### src/rtl/pipeline_control.sv
// rtl/pipeline_control.sv - pipeline hazard control: per-register enables, flushes, valid tracking, multi-cycle hold, perf counters
module pipeline_control #(
   parameter int STAGES    = 4,
   parameter int BRU_IDX   = 1,
   parameter int JUMP_IDX  = 0,
   parameter int MC_IDX    = 1,
   parameter int MC_WIDTH  = 4,
   parameter int CNT_WIDTH = 16
) (
   input  logic                 clock_in,
   input  logic                 reset_in,
   input  logic                 fetch_valid_in,
   input  logic [STAGES-1:0]    stall_req_in,
   input  logic                 bru_flush_in,
   input  logic                 jump_flush_in,
   input  logic                 mc_start_in,
   input  logic [MC_WIDTH-1:0]  mc_cycles_in,
   output logic                 pc_enable_out,
   output logic [STAGES-1:0]    stage_enable_out,
   output logic [STAGES-1:0]    stage_flush_out,
   output logic [STAGES-1:0]    valid_out,
   output logic                 mc_busy_out,
   output logic [CNT_WIDTH-1:0] stall_count_out,
   output logic [CNT_WIDTH-1:0] flush_count_out
);

   logic [STAGES-1:0]    r_valid;
   logic [MC_WIDTH-1:0]  r_mc_cnt;
   logic [CNT_WIDTH-1:0] r_stall_cnt;
   logic [CNT_WIDTH-1:0] r_flush_cnt;

   logic                 w_mc_busy;
   logic                 w_any_flush;
   logic [STAGES-1:0]    w_flush_mask;
   logic [STAGES-1:0]    w_active;
   logic [STAGES-1:0]    w_enable;
   logic [STAGES-1:0]    w_flush;
   logic                 w_pc_en;
   logic [STAGES:0]      w_valid_src;
   logic [STAGES-1:0]    w_valid_nxt;

   assign w_mc_busy   = (r_mc_cnt != '0);
   assign w_any_flush = bru_flush_in | jump_flush_in;
   // Fetch valid sits just above the youngest register so every stage shifts from index i+1
   assign w_valid_src = {fetch_valid_in, r_valid};

   // Hold point, bubble and flush decode; a flush cancels every stall in the same cycle
   always_comb begin
      int  h;
      logic found;
      h            = 0;
      found        = 1'b0;
      w_active     = '0;
      w_flush_mask = '0;
      w_enable     = '1;
      w_flush      = '0;
      w_pc_en      = 1'b1;
      for (int i = 0; i < STAGES; i++) begin
         w_active[i]     = stall_req_in[i] | ((i == MC_IDX) & w_mc_busy);
         w_flush_mask[i] = (bru_flush_in & (i >= BRU_IDX)) | (jump_flush_in & (i >= JUMP_IDX));
      end
      for (int i = STAGES - 1; i >= 0; i--) begin
         if (w_active[i]) begin
            h     = i;
            found = 1'b1;
         end
      end
      if (w_any_flush) begin
         w_flush = w_flush_mask;
      end else if (found) begin
         w_pc_en = 1'b0;
         for (int i = 0; i < STAGES; i++) begin
            if (i >= h) w_enable[i] = 1'b0;
            if (i == h - 1) w_flush[i] = 1'b1;
         end
      end
   end

   // Next valid bits: flush clears, enable shifts from the younger neighbour, hold keeps
   always_comb begin
      w_valid_nxt = r_valid;
      for (int i = 0; i < STAGES; i++) begin
         if (w_flush[i]) w_valid_nxt[i] = 1'b0;
         else if (w_enable[i]) w_valid_nxt[i] = w_valid_src[i+1];
      end
   end

   // Valid tracking register
   always_ff @(posedge clock_in or negedge reset_in) begin
      if (!reset_in) r_valid <= '0;
      else r_valid <= w_valid_nxt;
   end

   // Multi-cycle hold counter: flush clears it, busy counts down, idle start loads it
   always_ff @(posedge clock_in or negedge reset_in) begin
      if (!reset_in) r_mc_cnt <= '0;
      else if (w_any_flush) r_mc_cnt <= '0;
      else if (w_mc_busy) r_mc_cnt <= r_mc_cnt - MC_WIDTH'(1);
      else if (mc_start_in) r_mc_cnt <= mc_cycles_in;
   end

   // Saturating performance counters for stalled-PC cycles and flush cycles
   always_ff @(posedge clock_in or negedge reset_in) begin
      if (!reset_in) begin
         r_stall_cnt <= '0;
         r_flush_cnt <= '0;
      end else begin
         if (!w_pc_en && (r_stall_cnt != '1)) r_stall_cnt <= r_stall_cnt + CNT_WIDTH'(1);
         if (w_any_flush && (r_flush_cnt != '1)) r_flush_cnt <= r_flush_cnt + CNT_WIDTH'(1);
      end
   end

   // Reset forces everything flushed and enabled with the PC frozen
   always_comb begin
      if (!reset_in) begin
         pc_enable_out    = 1'b0;
         stage_enable_out = '1;
         stage_flush_out  = '1;
      end else begin
         pc_enable_out    = w_pc_en;
         stage_enable_out = w_enable;
         stage_flush_out  = w_flush;
      end
   end

   assign valid_out       = r_valid;
   assign mc_busy_out     = w_mc_busy;
   assign stall_count_out = r_stall_cnt;
   assign flush_count_out = r_flush_cnt;

endmodule

### config.mk
export PLATFORM = sky130hd
export DESIGN_NAME = pipeline_control
export DESIGN_NICKNAME = d
export VERILOG_FILES = /design/src/rtl/pipeline_control.sv
export SDC_FILE = /design/constraint.sdc
export NUM_CORES = 1
export LEC_CHECK = 0
export ABC_AREA = 1
export CAP_MARGIN = 10
export CORE_MARGIN = 8
export CORE_UTILIZATION = 45
export CTS_CLUSTER_DIAMETER = 200
export DETAILED_ROUTE_END_ITERATION = 16
export PLACE_DENSITY = 0.75
export SLEW_MARGIN = 20
export SYNTH_ARGS = -nofsm -noshare
export SYNTH_HDL_FRONTEND = slang
export SYNTH_SLANG_ARGS = --single-unit
export TNS_END_PERCENT = 100
### constraint.sdc
create_clock -name clock_in -period 2.17 [get_ports clock_in]
set_clock_uncertainty 0.2 [all_clocks]
set_input_delay 0.434 -clock clock_in [delete_from_list [all_inputs] [get_ports clock_in]]
set_output_delay 0.434 -clock clock_in [all_outputs]
set_load 0.05 [all_outputs]
# Word level (Yosys, flattened, before mapping)
# Cells that the tools add are included.
[classes]
add_sub_neg = 4
n_lt_le_gt_ge = 4
n_eq_ne = 5
mux = 36
bitwise = 2
reduce_logical = 10
[op_table]
columns = ["op", "count"]
rows = [
  ["$mux W4", 9],
  ["$add A16 B1 Y16 const B", 2],
  ["$logic_not A32 Y1", 1],
  ["$ne A16 B16 Y1 const B", 2],
  ["$mux W1", 23],
  ["$mux W2", 4],
  ["$reduce_bool A2 Y1", 4],
  ["$eq A3 B3 Y1 const A", 2],
  ["$ge A1 B2 Y1 const A", 2],
  ["$ge A2 B2 Y1 const A", 2],
  ["$reduce_bool A4 Y1", 1],
  ["$sub A4 B1 Y4 const B", 1],
  ["$eq A2 B3 Y1 const A", 1],
  ["$reduce_bool A3 Y1", 1],
  ["$sub A2 B1 Y3 const B", 1],
  ["$logic_and A1 B1 Y1", 2],
  ["$or A1 B1 Y1", 2],
  ["$logic_not A1 Y1", 1],
]
[totals]
ff_bits = 40
input_bits = 14
output_inout_bits = 46
word_cells = 68

# Depth between registers and ports, before layout
[logic_depth]
word_depth = 10
mapped_depth = 11
ltp_nobuf = 10

# Least setup slack after synthesis
# OpenSTA, ideal clock, no wires.
[synth_timing]
path_kind = "reg-to-output"
start = "register r_mc_cnt[0]"
end = "output stage_flush_out[1]"
arrival_time_ps = 2213
required_time_ps = 1536
path_slack_ps = -677
path_stages_with_launch = 7
path_buffers = 0
cell_sequence = "dfrtp_1 > inv_1 > ha_1 > nand2_1 > nor2_2 > nand3_1 > o21ai_0"
[synth_via]
elab_chain_len = 10
word_cells_on_any_way = 12
cone_classes = "1 x add/sub; 1 x eq/ne; 8 x mux; 1 x bitwise; 1 x reduce/logical"
[synth_rtl]
columns = ["item", "line", "source"]
rows = [
  ["start: declaration", "28", "logic [MC_WIDTH-1:0] r_mc_cnt;"],
  ["start signal: assignment", "98", "else if (w_mc_busy) r_mc_cnt <= r_mc_cnt - MC_WIDTH'(1);"],
  ["start signal: assignment", "99", "else if (mc_start_in) r_mc_cnt <= mc_cycles_in;"],
  ["$reduce_bool A4 Y1 *", "42", "assign w_mc_busy = (r_mc_cnt != '0);"],
  ["$or A1 B1 Y1 *", "59", "w_active[i] = stall_req_in[i] | ((i == MC_IDX) & w_mc_busy);"],
  ["$mux W2 (2 in series)", "63", "if (w_active[i]) begin"],
  ["$sub A2 B1 Y3", "74", "if (i == h - 1) w_flush[i] = 1'b1;"],
  ["$eq A2 B3 Y1", "74", ""],
  ["$mux W1", "74", ""],
  ["$mux W4 *", "70", "end else if (found) begin"],
  ["$mux W4 *", "68", "if (w_any_flush) begin"],
  ["$mux W4 *", "115", "if (!reset_in) begin"],
  ["end: declaration", "20", "output logic [STAGES-1:0] stage_flush_out,"],
]
# Mark *: on every way between the ends. The rest lies on a longest branch, timed or not.

# Worst setup path in the final report
# Same ends and word-level chain as after synthesis.

==> flow_summary.json <==
{
  "finalCriticalPeriod_ns": 2.29,
  "cts_num_sinks": 40,
  "grt_max_degree": 35,
  "via_per_inst": 4.91,
  "synthAdderAreaFrac": 0.0145,
  "violations": "negative setup slack",
  "hpwl_um": 5100,
  "port_buffers": 59,
  "die_x_um": 91.9,
  "dieArea_mm2": 0.00845,
  "syn_inst": 389,
  "crit_required_ns": 1.54,
  "synth_mux_area_frac": 0,
  "finalSetupViolations": 6,
  "r2r-start": "flush_count_out[0]",
  "dr.first_iter.drc_count": 203,
  "cts_root_buffer": "clkbuf_8",
  "critical_path_peak_fanout": 3,
  "gp_congestion": 0.852,
  "grt_usage": 0.165,
  "die_h_um": 91.9,
  "fin_crit_sh": 1.05,
  "avgSynthCellArea_um2": 6.67,
  "status": "finished, violations left",
  "first_pass_iters": 5,
  "syn_area_mm2": 0.00259,
  "combPwrFrac": 0.388,
  "critical_path_class": "register to output pin",
  "synth_top_family_by_area": "simple AND/OR/NAND/NOR gates",
  "drv_cap": 0,
  "diodes": 0,
  "ys_seq_elements": 40,
  "synth_warnings": 0,
  "num_io_pins": 60,
  "cp-end-kind": "output pin",
  "start_kind": "register",
  "rrSetupSlack_ns": 0.24,
  "crit_arrival_ns": 1.65,
  "synth_xor_area_frac": 0.0473,
  "drt-total-wl_um": 7060,
  "tightest_slew_ns": 0.419,
  "worstSkewPairLatency_ns": 0.30,
  "numCtsBuffers": 5,
  "fmax_mhz": 437,
  "seq_area_frac_synth": 0.386,
  "antenna_found_initial": 0,
  "overflow": 0,
  "startpoint": "r_mc_cnt[0]",
  "reg2reg_depth": 10,
  "coreArea_mm2": 0.00554,
  "area_delta_synth_final_pct": 37.6,
  "final_area_mm2": 0.00357,
  "setup_slack_ns": -0.117,
  "grt_pass1_vias": 2665,
  "cellLeakagePower_nw": 1.78,
  "synth_cell_type_count": 23,
  "powerDensity_mw_per_mm2": 755,
  "p_clk_frac": 0.241,
  "layout.cells.non_filler": 547,
  "drv_slew": 0,
  "p_sw_frac": 0.417,
  "slew_headroom": 0.721,
  "place_area_mm2": 0.00327,
  "p_sw_mw": 1.12,
  "vdd_drop_max_uv": 442,
  "vias": 2687,
  "synth-compound-area-share": 0.0314,
  "clk_path_buf_depth": 2,
  "drtAntennaViolNets": 0,
  "cts_tree": "done",
  "p_int_mw": 1.57,
  "clk_pin_slew_worst_paths_ns": 0.08,
  "synth-simple-area-share": 0.447,
  "rows": 27,
  "endpoint": "stage_flush_out[1]",
  "hold_class": "input pin to async pin",
  "final_util": 0.644,
  "wire_per_inst_um": 12.9,
  "num-nets-final": 491,
  "syn-num-nets": 406,
  "grt_pass1_wl_um": 11800,
  "initial_utilization": 0.468,
  "place_inst": 531,
  "hold_viol": 0,
  "htreeDepth": 2,
  "rr_endpoint": "flush_count_out[4]",
  "rsz0062_at_grt": "yes",
  "drc": 0,
  "drive_above_1_share": 0.236,
  "power_frac_seq": 0.371
}
## cell families (layout without fill, tap and decap cells)
kind of cell               after synthesis  count (layout)
and+or+nand+nor                        273             273
buffers and inverters                   43             129
DFF                                     40              40
AOI/OAI and AO/OA                       16              16
xor gates and xnor gates                14              14
adders and majority gates                3               3
## worst max-delay path: stages, from the launching register on
cell and delay, ns:
dfrtp_1 0.41, inv_2 0.09, ha_4 0.16, nand2_4 0.06, nor2_4 0.12, nand3_4 0.10
buf_6 0.14, o21ai_4 0.13, buf_6 0.17
## metrics by stage
step	setup slack [ns]	TNS, ns	total power, mW	hold WS, ns
detailed placement	-0.116	-1.42	1.98	0.201
global placement	-0.0845	-0.821	1.96	0.191
global route	-0.174	-0.810	2.83	0.189
finish	-0.117	-0.363	2.69	0.148
CTS	-0.0927	-0.371	2.69	0.149
floorplan	-0.0512	-0.0779	1.64	-0.0616
## layout make-up
type	count	area, µm²
tap	72	90.1
clock inverter	2	38.8
fill	511	1970
multi-input combinational	306	1500
sequential	40	1000
inverter	39	149
timing repair buffer	82	708
clock buffer	6	82.6
## worst min-delay path by stage
stage                                    end  slack (ns)  startpoint  depth (start not counted)
after floorplan           flush_count_out[0]       -0.06    reset_in                          0
after detailed placement        valid_out[3]        0.20    reset_in                          2
final                     stall_count_out[4]        0.15    reset_in                          3
after global placement          valid_out[3]        0.19    reset_in                          2
after CTS                       valid_out[1]        0.15    reset_in                          3
after global routing            valid_out[1]        0.19    reset_in                          3
## Yosys cell counts
| library cell | n | area share |
|---|---|---|
| nand2_1 | 178 | 0.26 |
| nor2_1 | 48 | 0.069 |
| dfrtp_1 | 40 | 0.39 |
| inv_1 | 35 | 0.051 |
| nand3_1 | 21 | 0.041 |
| nand4_1 | 12 | 0.029 |
| o21ai_0 | 12 | 0.023 |
| xnor2_1 | 9 | 0.030 |
| nor2_4 | 5 | 0.022 |
| xor2_1 | 5 | 0.017 |
| ha_1 | 3 | 0.014 |
| inv_2 | 3 | 0.0043 |
| nand2_4 | 3 | 0.013 |
| nor2_2 | 3 | 0.0072 |
| a21oi_1 | 2 | 0.0039 |
| buf_6 | 2 | 0.0087 |
| nand2_2 | 2 | 0.0048 |
| a31oi_1 | 1 | 0.0024 |
| buf_2 | 1 | 0.0019 |
| buf_8 | 1 | 0.0058 |
| inv_4 | 1 | 0.0024 |
| nand3_2 | 1 | 0.0039 |
| o21ai_1 | 1 | 0.0019 |
## metal layers
metal | share of wire | wire length (µm) | global-route usage
met4 | 0.012 | 88 | 0.0430
met2 | 0.48 | 3390 | 0.290
met3 | 0.073 | 517 | 0.0538
met5 | 0 | 0 | 0
met1 | 0.43 | 3060 | 0.187
## registers in the layout (all words and copies together) (netlist names)
register	count
r_mc_cnt	4
flush_count_out	16
stall_count_out	16
valid_out	4
## power by group through the flow
stage	Clock [mW]	Combinational [mW]	Sequential (mW)
after global routing	0.695	1.12	1.02
final	0.648	1.05	1.00
after global placement	0	0.960	1.00
after detailed placement	0	0.978	1.01
after floorplan	0	0.357	1.29
after CTS	0.665	1.03	0.996
## layout by cell type (no fill, tap or decap)
cell type | netlist | layout
inv_1 | 35 | 30
xor2_1 | 5 | 5
buf_4 | 0 | 57
buf_6 | 2 | 8
dfrtp_1 | 40 | 40
clkinv_4 | 0 | 1
nand3_1 | 21 | 18
o21ai_4 | 0 | 1
o21ai_1 | 1 | 1
clkbuf_8 | 0 | 6
nor2_1 | 48 | 45
dlygate4sd2_1 | 0 | 2
nor2_2 | 3 | 1
nor2_4 | 5 | 10
bufinv_16 | 0 | 1
o21ai_0 | 12 | 11
xnor2_1 | 9 | 9
buf_2 | 1 | 1
dlymetal6s2s_1 | 0 | 1
clkdlybuf4s50_1 | 0 | 9
inv_2 | 3 | 8
nand2_4 | 3 | 5
a21oi_1 | 2 | 2
ha_1 | 3 | 2
inv_4 | 1 | 1
nand2_1 | 178 | 174
dlygate4sd3_1 | 0 | 1
a31oi_1 | 1 | 1
buf_8 | 1 | 1
nand3_4 | 0 | 1
ha_4 | 0 | 1
nand4_1 | 12 | 12
nand2_2 | 2 | 4
nand3_2 | 1 | 3
buf_12 | 0 | 2
## what timing repair did
action                                  4_1_cts  5_1_grt
setup buffers                                 4        4
hold buffers                                  1        0
resized for setup                            24       11
endpoints found under the setup margin       10       20
pin swaps                                     5        2
hold endpoints to repair                      6        0
No activity file was read; power rests on OpenSTA's default activity.
